--- src/rtl/pc_unit_if.sv ---
// Control/ALU strobes into the PC stage and the PC-side state back out to the datapath muxes.
interface pc_unit_if #(parameter int WIDTH = 16);
   logic             ctl_PCWrite;
   logic             ctl_PCSrc;
   logic             ctl_branch;
   logic [1:0]       ctl_branchType;
   logic             ctl_IRWrite;
   logic [WIDTH-1:0] alu_result;
   logic             alu_zero;
   logic             alu_neg;
   logic             alu_ovf;
   logic [WIDTH-1:0] pc;
   logic [WIDTH-1:0] old_pc;
   logic [WIDTH-1:0] target_q;
   logic             branch_taken;
   logic             misalign_err;
   logic [15:0]      retired_cnt;
   logic [15:0]      taken_cnt;

   modport master (
      output ctl_PCWrite, ctl_PCSrc, ctl_branch, ctl_branchType, ctl_IRWrite,
             alu_result, alu_zero, alu_neg, alu_ovf,
      input  pc, old_pc, target_q, branch_taken, misalign_err, retired_cnt, taken_cnt
   );

   modport slave (
      input  ctl_PCWrite, ctl_PCSrc, ctl_branch, ctl_branchType, ctl_IRWrite,
             alu_result, alu_zero, alu_neg, alu_ovf,
      output pc, old_pc, target_q, branch_taken, misalign_err, retired_cnt, taken_cnt
   );
endinterface

--- src/rtl/pc_unit.sv ---
// PC stage: owns PC, fetched-instruction PC and branch target; resolves conditional branches.
// Define PC_TRACE_EN to build the saturating fetch/taken-branch trace counters.
module pc_unit #(
   parameter logic [15:0] RESET_PC = 16'h0000,
   parameter int          WIDTH    = 16
) (
   input  logic       CLK,
   input  logic       Reset,
   pc_unit_if.slave   bus
);

   logic [WIDTH-1:0] pc_q;
   logic [WIDTH-1:0] old_pc_q;
   logic [WIDTH-1:0] target_q;
   logic             taken_q;
   logic             misalign_q;
   logic             cond;
   logic             pc_we;
   logic [WIDTH-1:0] nxt;

   always_comb begin
      cond = 1'b0;
      unique case (bus.ctl_branchType)
         2'b00: cond = bus.alu_zero;
         2'b01: cond = !bus.alu_zero;
         2'b10: cond = bus.alu_neg ^ bus.alu_ovf;
         2'b11: cond = !(bus.alu_neg ^ bus.alu_ovf);
         default: cond = 1'b0;
      endcase
   end

   assign pc_we = bus.ctl_PCWrite & (!bus.ctl_branch | cond);
   assign nxt   = bus.ctl_PCSrc ? target_q : bus.alu_result;

   always_ff @(posedge CLK or negedge Reset) begin
      if (!Reset) begin
         pc_q       <= WIDTH'(RESET_PC);
         old_pc_q   <= '0;
         target_q   <= '0;
         taken_q    <= 1'b0;
         misalign_q <= 1'b0;
      end else begin
         // old_pc samples the pre-update pc even when pc is written this same edge
         if (bus.ctl_IRWrite)
            old_pc_q <= pc_q;
         if (bus.ctl_branch && !bus.ctl_PCWrite)
            target_q <= bus.alu_result;
         if (pc_we) begin
            pc_q <= {nxt[WIDTH-1:1], 1'b0};
            if (nxt[0])
               misalign_q <= 1'b1;
         end
         taken_q <= pc_we & bus.ctl_branch;
      end
   end

   assign bus.pc           = pc_q;
   assign bus.old_pc       = old_pc_q;
   assign bus.target_q     = target_q;
   assign bus.branch_taken = taken_q;
   assign bus.misalign_err = misalign_q;

`ifdef PC_TRACE_EN
   logic [15:0] retired_q;
   logic [15:0] taken_cnt_q;

   // taken_cnt steps on the same edge that raises branch_taken, so both appear together
   always_ff @(posedge CLK or negedge Reset) begin
      if (!Reset) begin
         retired_q   <= '0;
         taken_cnt_q <= '0;
      end else begin
         if (bus.ctl_IRWrite && retired_q != 16'hFFFF)
            retired_q <= retired_q + 16'd1;
         if (pc_we && bus.ctl_branch && taken_cnt_q != 16'hFFFF)
            taken_cnt_q <= taken_cnt_q + 16'd1;
      end
   end

   assign bus.retired_cnt = retired_q;
   assign bus.taken_cnt   = taken_cnt_q;
`else
   assign bus.retired_cnt = 16'h0000;
   assign bus.taken_cnt   = 16'h0000;
`endif

endmodule
--- src/flat_wrapper.sv ---
// flat-port wrapper written by rule: the top's interface ports become plain ports
module pc_unit_flat 
#(
   parameter logic [15:0] RESET_PC = 16'h0000,
   parameter int          WIDTH    = 16
)
  (CLK, Reset, bus_ctl_PCWrite, bus_ctl_PCSrc, bus_ctl_branch, bus_ctl_branchType, bus_ctl_IRWrite, bus_alu_result, bus_alu_zero, bus_alu_neg, bus_alu_ovf, bus_pc, bus_old_pc, bus_target_q, bus_branch_taken, bus_misalign_err, bus_retired_cnt, bus_taken_cnt);
  pc_unit_if #(.WIDTH(WIDTH)) bus_i ();
  input  logic CLK;
  input  logic Reset;
  input wire logic [$bits(bus_i.ctl_PCWrite)-1:0] bus_ctl_PCWrite;
  input wire logic [$bits(bus_i.ctl_PCSrc)-1:0] bus_ctl_PCSrc;
  input wire logic [$bits(bus_i.ctl_branch)-1:0] bus_ctl_branch;
  input wire logic [$bits(bus_i.ctl_branchType)-1:0] bus_ctl_branchType;
  input wire logic [$bits(bus_i.ctl_IRWrite)-1:0] bus_ctl_IRWrite;
  input wire logic [$bits(bus_i.alu_result)-1:0] bus_alu_result;
  input wire logic [$bits(bus_i.alu_zero)-1:0] bus_alu_zero;
  input wire logic [$bits(bus_i.alu_neg)-1:0] bus_alu_neg;
  input wire logic [$bits(bus_i.alu_ovf)-1:0] bus_alu_ovf;
  output wire logic [$bits(bus_i.pc)-1:0] bus_pc;
  output wire logic [$bits(bus_i.old_pc)-1:0] bus_old_pc;
  output wire logic [$bits(bus_i.target_q)-1:0] bus_target_q;
  output wire logic [$bits(bus_i.branch_taken)-1:0] bus_branch_taken;
  output wire logic [$bits(bus_i.misalign_err)-1:0] bus_misalign_err;
  output wire logic [$bits(bus_i.retired_cnt)-1:0] bus_retired_cnt;
  output wire logic [$bits(bus_i.taken_cnt)-1:0] bus_taken_cnt;
  assign bus_i.ctl_PCWrite = bus_ctl_PCWrite;
  assign bus_i.ctl_PCSrc = bus_ctl_PCSrc;
  assign bus_i.ctl_branch = bus_ctl_branch;
  assign bus_i.ctl_branchType = bus_ctl_branchType;
  assign bus_i.ctl_IRWrite = bus_ctl_IRWrite;
  assign bus_i.alu_result = bus_alu_result;
  assign bus_i.alu_zero = bus_alu_zero;
  assign bus_i.alu_neg = bus_alu_neg;
  assign bus_i.alu_ovf = bus_alu_ovf;
  assign bus_pc = bus_i.pc;
  assign bus_old_pc = bus_i.old_pc;
  assign bus_target_q = bus_i.target_q;
  assign bus_branch_taken = bus_i.branch_taken;
  assign bus_misalign_err = bus_i.misalign_err;
  assign bus_retired_cnt = bus_i.retired_cnt;
  assign bus_taken_cnt = bus_i.taken_cnt;
  pc_unit #(.RESET_PC(RESET_PC), .WIDTH(WIDTH)) u_core (.CLK(CLK), .Reset(Reset), .bus(bus_i));
endmodule
--- config.mk ---
export PLATFORM = sky130hd
export DESIGN_NAME = pc_unit_flat
export DESIGN_NICKNAME = d
export VERILOG_FILES = /design/src/rtl/pc_unit_if.sv /design/src/rtl/pc_unit.sv /design/src/flat_wrapper.sv
export SDC_FILE = /design/constraint.sdc
export NUM_CORES = 1
export LEC_CHECK = 0
export ABC_AREA = 1
export CELL_PAD_IN_SITES_DETAIL_PLACEMENT = 1
export CELL_PAD_IN_SITES_GLOBAL_PLACEMENT = 1
export CORE_ASPECT_RATIO = 1.4
export CORE_MARGIN = 8
export CORE_UTILIZATION = 32
export DETAILED_ROUTE_END_ITERATION = 7
export HOLD_SLACK_MARGIN = 0.02
export PLACE_DENSITY = 0.84
export SYNTH_ARGS = -nofsm -noshare
export SYNTH_HDL_FRONTEND = slang
export SYNTH_SLANG_ARGS = --single-unit
--- constraint.sdc ---
create_clock -name CLK -period 1.4 [get_ports CLK]
set_input_delay 0.21 -clock CLK [delete_from_list [all_inputs] [get_ports CLK]]
set_output_delay 0.21 -clock CLK [all_outputs]
set_load 0.03 [all_outputs]
## Word-level counts from Yosys, hierarchy flattened

Cells that the tools add are included.

| cells by class | value |
|---|---|
| bitwise gates (word level) | 4 |
| muxes and demuxes | 2 |
| reductions and logical operators | 7 |
| equality and inequality tests | 3 |

Operator list:

| operator | number |
|---|---|
| $mux 16 | 1 |
| $eq 2x2->1 const B | 2 |
| $logic_not 1->1 | 4 |
| $pmux 1 s4 | 1 |
| $and 1x1->1 | 2 |
| $eq 2x1->1 const B | 1 |
| $logic_not 2->1 | 1 |
| $reduce_and 2->1 | 1 |
| $logic_and 1x1->1 | 1 |
| $or 1x1->1 | 1 |
| $xor 1x1->1 | 1 |

| word-level totals | value |
|---|---|
| output and inout port bits | 82 |
| input port bits | 27 |
| word-level logic and storage cells | 21 |
| register bits | 48 |

## Longest topological paths before layout

| logic depth | value |
|---|---|
| depth after elaboration | 6 |
| gate-level depth with buffers | 11 |
| mapped depth without buffers | 10 |

## Worst setup path after synthesis

No wires, ideal clock.

| timing | value |
|---|---|
| kind | in2reg |
| start point | input bus_ctl_IRWrite |
| end point | register u_core.old_pc_q[10], in the netlist u_core.bus.old_pc[10] |
| required time | 1.275 ns |
| stages on the path | 3 |
| setup slack | 0.278 ns |
| library setup time | 0.125 ns |
| data arrival time | 0.998 ns |
| buffers on the path | 2 |
| cell sequence | clkbuf_1 > buf_2 > mux2_2 |

RTL lines:

| element | line | source |
|---|---|---|
| start, declared | flat_wrapper.sv:15 | `input wire logic [$bits(bus_i.ctl_IRWrite)-1:0] bus_ctl_IRWrite;` |
| end signal, assigned | pc_unit.sv:45 | `old_pc_q <= pc_q;` |
| end, declared | pc_unit.sv:13 | `logic [WIDTH-1:0] old_pc_q;` |

No word-level cell between the ends.

## Worst setup path in the final report

| timing | value |
|---|---|
| start point | register u_core.pc_q[13], in the netlist u_core.bus.pc[13] |
| end point | output bus_pc[13] |

RTL lines:

| element | line | source |
|---|---|---|
| start, declared | pc_unit.sv:12 | `logic [WIDTH-1:0] pc_q;` |
| start signal, assigned | pc_unit.sv:37 | `pc_q <= WIDTH'(RESET_PC);` |
| start signal, assigned | pc_unit.sv:49 | `pc_q <= {nxt[WIDTH-1:1], 1'b0};` |
| end, declared | flat_wrapper.sv:20 | `output wire logic [$bits(bus_i.pc)-1:0] bus_pc;` |

No word-level cell between the ends.

==> impl_results.md <==
* Final Skew at 0.00552 ns
* Post-DP HPWL at 5170 um
* Post-DR vias/cell at roughly 4.3
* Starting Density at 32.2%
* Crit path depth at 1
* Clock Sinks at 48
* Worst r2r src: u_core.bus.pc[1]
* Dpl ws at -0.187 ns
* Crit path to: bus_pc[13]
* Setup crit start kind: flop
* Area growth syn-to-layout at 39.9%
* CP bufs+invs at 1
* Total GRT Usage at 12.4%
* Post-synthesis instance total at roughly 260
* Net Sw Frac at 38.0%
* Worst Hold Class: primary input to async pin
* Synth Area in Adders at 0%
* Complex-gate fraction of the synthesized area at 6.88%
* Cell taking the most area after synthesis: dfrtp_1
* Syn avg cell area at 9.13 um2
* Yosys reg bits at between 40 and 50
* Sw power at 1.54 mW
* Total Nets Final at ~370
* Die X at 88.1 um
* Critical Path AT at ~1.1 ns
* Setup ws final at 0.0617 ns
* Layout cell share with drive strength beyond 1 at 13.7%
* Synth Area in XOR/XNOR at 0%
* Initial antenna violation count at 0
* Core ar. at 7220 um2
* CP Cell Sequence: dlygate4sd2_1
* FF-to-FF path depth at 2
* Clk network pwr share at 21.3%
* Num CTS Buffers at 5
* Fin crit period at 1.34 ns
* Logic pwr share at 35.8%
* Slowest cell on the critical path: dlygate4sd2_1
* Synth warn at 0
* Core Rows at 37
* Global route overflow at 0
* Drt first pass iters at 4
* Seq/Total Area, Yosys at around 52%
* Critical Path Fanout Max at 3
* Power density over cell area at 1240 nW/um2
* RR Endpoint: u_core.bus.old_pc[1]
* # H-tree levels at 2
* Crit Path Class: flop to output port
* Largest family of logic cells by synthesized area: buffers and inverters
* Clock slew at reported path FFs at 0.09 ns
* DRT iter0 DRCs at 54
* Sequential share of power at 42.8%
* Buffers on Ports at 74
* # fillers at 864
* Share of the clock period used by the worst path at 95.6%
* # diodes at 0
* Per-cell routed wire length at 14.6 um
* First-pass GRT wire length at 10200 um
* Syn Std Cell Area at 2330 um2
* Vias in the first global route at between 2000 and 2500
* Leakage at 1.75 nW
* Die area at roughly 10000 um2
* Top post-synthesis cells by area: dfrtp_1 (52%), buf_4 (11%), nand2_1 (11%), mux2_2 (7.3%), o21ai_0 (6.9%)
* CTS tree: done
* Slew Viols, Final at 0
* Mux share of post-synthesis cell area at under 10%
* Synth top area share at between 50 and 60%
* Final WL at ~6400 um
* CP delay by family, top: buffers and inverters
* Setup TNS at 0 ns
* # setup viols final at 0
* Simple-Gate Fraction of Synth Area at 17.0%
* I/O Pins at about 110
* Root Driver: clkbuf_8
* Internal power consumption at roughly 2.5 mW
* Clock Latency Late Sink at 0.29 ns
* Final hold vios at 0
* CP Launch Point: u_core.bus.pc[13]
* F_max at 747 MHz
* CP peak stage delay at roughly 0.44 ns
* Worst VDD drop at 0.000472 V
* Vias at 1876
* Post-DRT Antenna Nets at 0
* Largest net degree at the start of global routing at 31
* Cell variety after synth at 16
* Outcome: finished clean
* Longest Clk Path Bufs at 2
* R2r setup slk at 0.50 ns
* Die Y at 117 um
* CP required at 1.19 ns
* CP endpoint kind: output port
* Max-cap violations at 0
* Gpl congestion at 0.757
* Number of remaining DRC errors at 0
* Post-CTS setup buffer count at 0
## through the flow
stage / utilization (%) / area, um2 / power [mW] / std cells / hold slack, ns
after floorplan: - / 2450 / 2.68 / 288 / -0.0856
after global placement: 43.9 / 3170 / 3.33 / 430 / 0.190
after detailed placement: 43.9 / 3170 / 3.38 / 430 / 0.195
after CTS: 44.6 / 3220 / 4.09 / 439 / 0.399
after global routing: 45.1 / 3260 / 4.26 / 440 / 0.429
final: 45.1 / 3260 / 4.05 / 440 / 0.407
## repair_timing
item,4_1_cts,5_1_grt
hold buffers,1,0
resized for setup,48,3
setup endpoints to repair,48,1
endpoints found under the hold margin,18,0
cloned,0,1
## cells in the final DEF, fill, tap and decap left out, drive strengths merged, types with 2 or more instances in the layout
cell type       n
nand2          71
o21ai          32
clkdlybuf4s50  24
dfrtp          48
clkbuf          7
nand3          19
dlygate4sd2    48
inv            22
buf            18
conb           34
mux2           15
clkinvlp        2
## cell families (layout without fill, tap and decap cells)
logic type,Yosys count,after routing
compound gates,32,32
buf+inv,68,123
flops,48,48
mux,15,15
other cells,1,34
simple gates,91,91
## synth_stat cells (all sizes together)
library cell and instances:
o21ai 32, nand2 71, inv 22, nand3 19, clkbuf 7, dfrtp 48
buf 39, conb 1, mux2 15, or2 1
## power by group through the flow
stage / clock (mW) / sequential, mW / combinational (mW)
floorplan: 0 / 2.19 / 0.490
global placement: 0 / 1.76 / 1.57
detailed placement: 0 / 1.78 / 1.60
CTS: 0.895 / 1.74 / 1.45
global route: 0.936 / 1.77 / 1.56
finish: 0.863 / 1.73 / 1.45
## how the worst min path moves through the flow
stage / cells past startpoint / slack, ns / endpoint / from
after floorplan: 0 / -0.09 / u_core.bus.branch_taken / Reset
after global routing: 2 / 0.43 / u_core.bus.old_pc[2] / Reset
after global placement: 1 / 0.19 / u_core.bus.target_q[2] / Reset
after detailed placement: 1 / 0.20 / u_core.bus.target_q[5] / Reset
after CTS: 2 / 0.40 / u_core.bus.old_pc[2] / Reset
final: 2 / 0.41 / u_core.bus.old_pc[2] / Reset
## flip-flops by register name, summed over array words and instances (netlist names)
name,flops
u_core.bus.misalign_err,1
u_core.bus.pc,15
u_core.bus.branch_taken,1
u_core.bus.old_pc,15
u_core.bus.target_q,16
## area by class of cell
class,count,area [um2],area share (%)
sequential,48,1200,36.9
clock inverter,2,15.0,0.461
timing repair buffer,93,891,27.4
tap,97,121,3.73
inverter,22,82.6,2.54
multi-input combinational,172,863,26.5
clock buffer,6,82.6,2.54
## routing by layer
metal / up-vias / wire length [um] / part of all wire (%) / global-route usage [%]
met5: - / 0 / 0 / 0
met4: 0 / 125 / 1.9 / 3.85
met3: 9 / 371 / 5.8 / 2.94
met2: 66 / 3450 / 54 / 22.8
met1: 893 / 2480 / 39 / 13.7
li1: 908 / - / - / -
No activity file was read; power rests on OpenSTA's default activity.
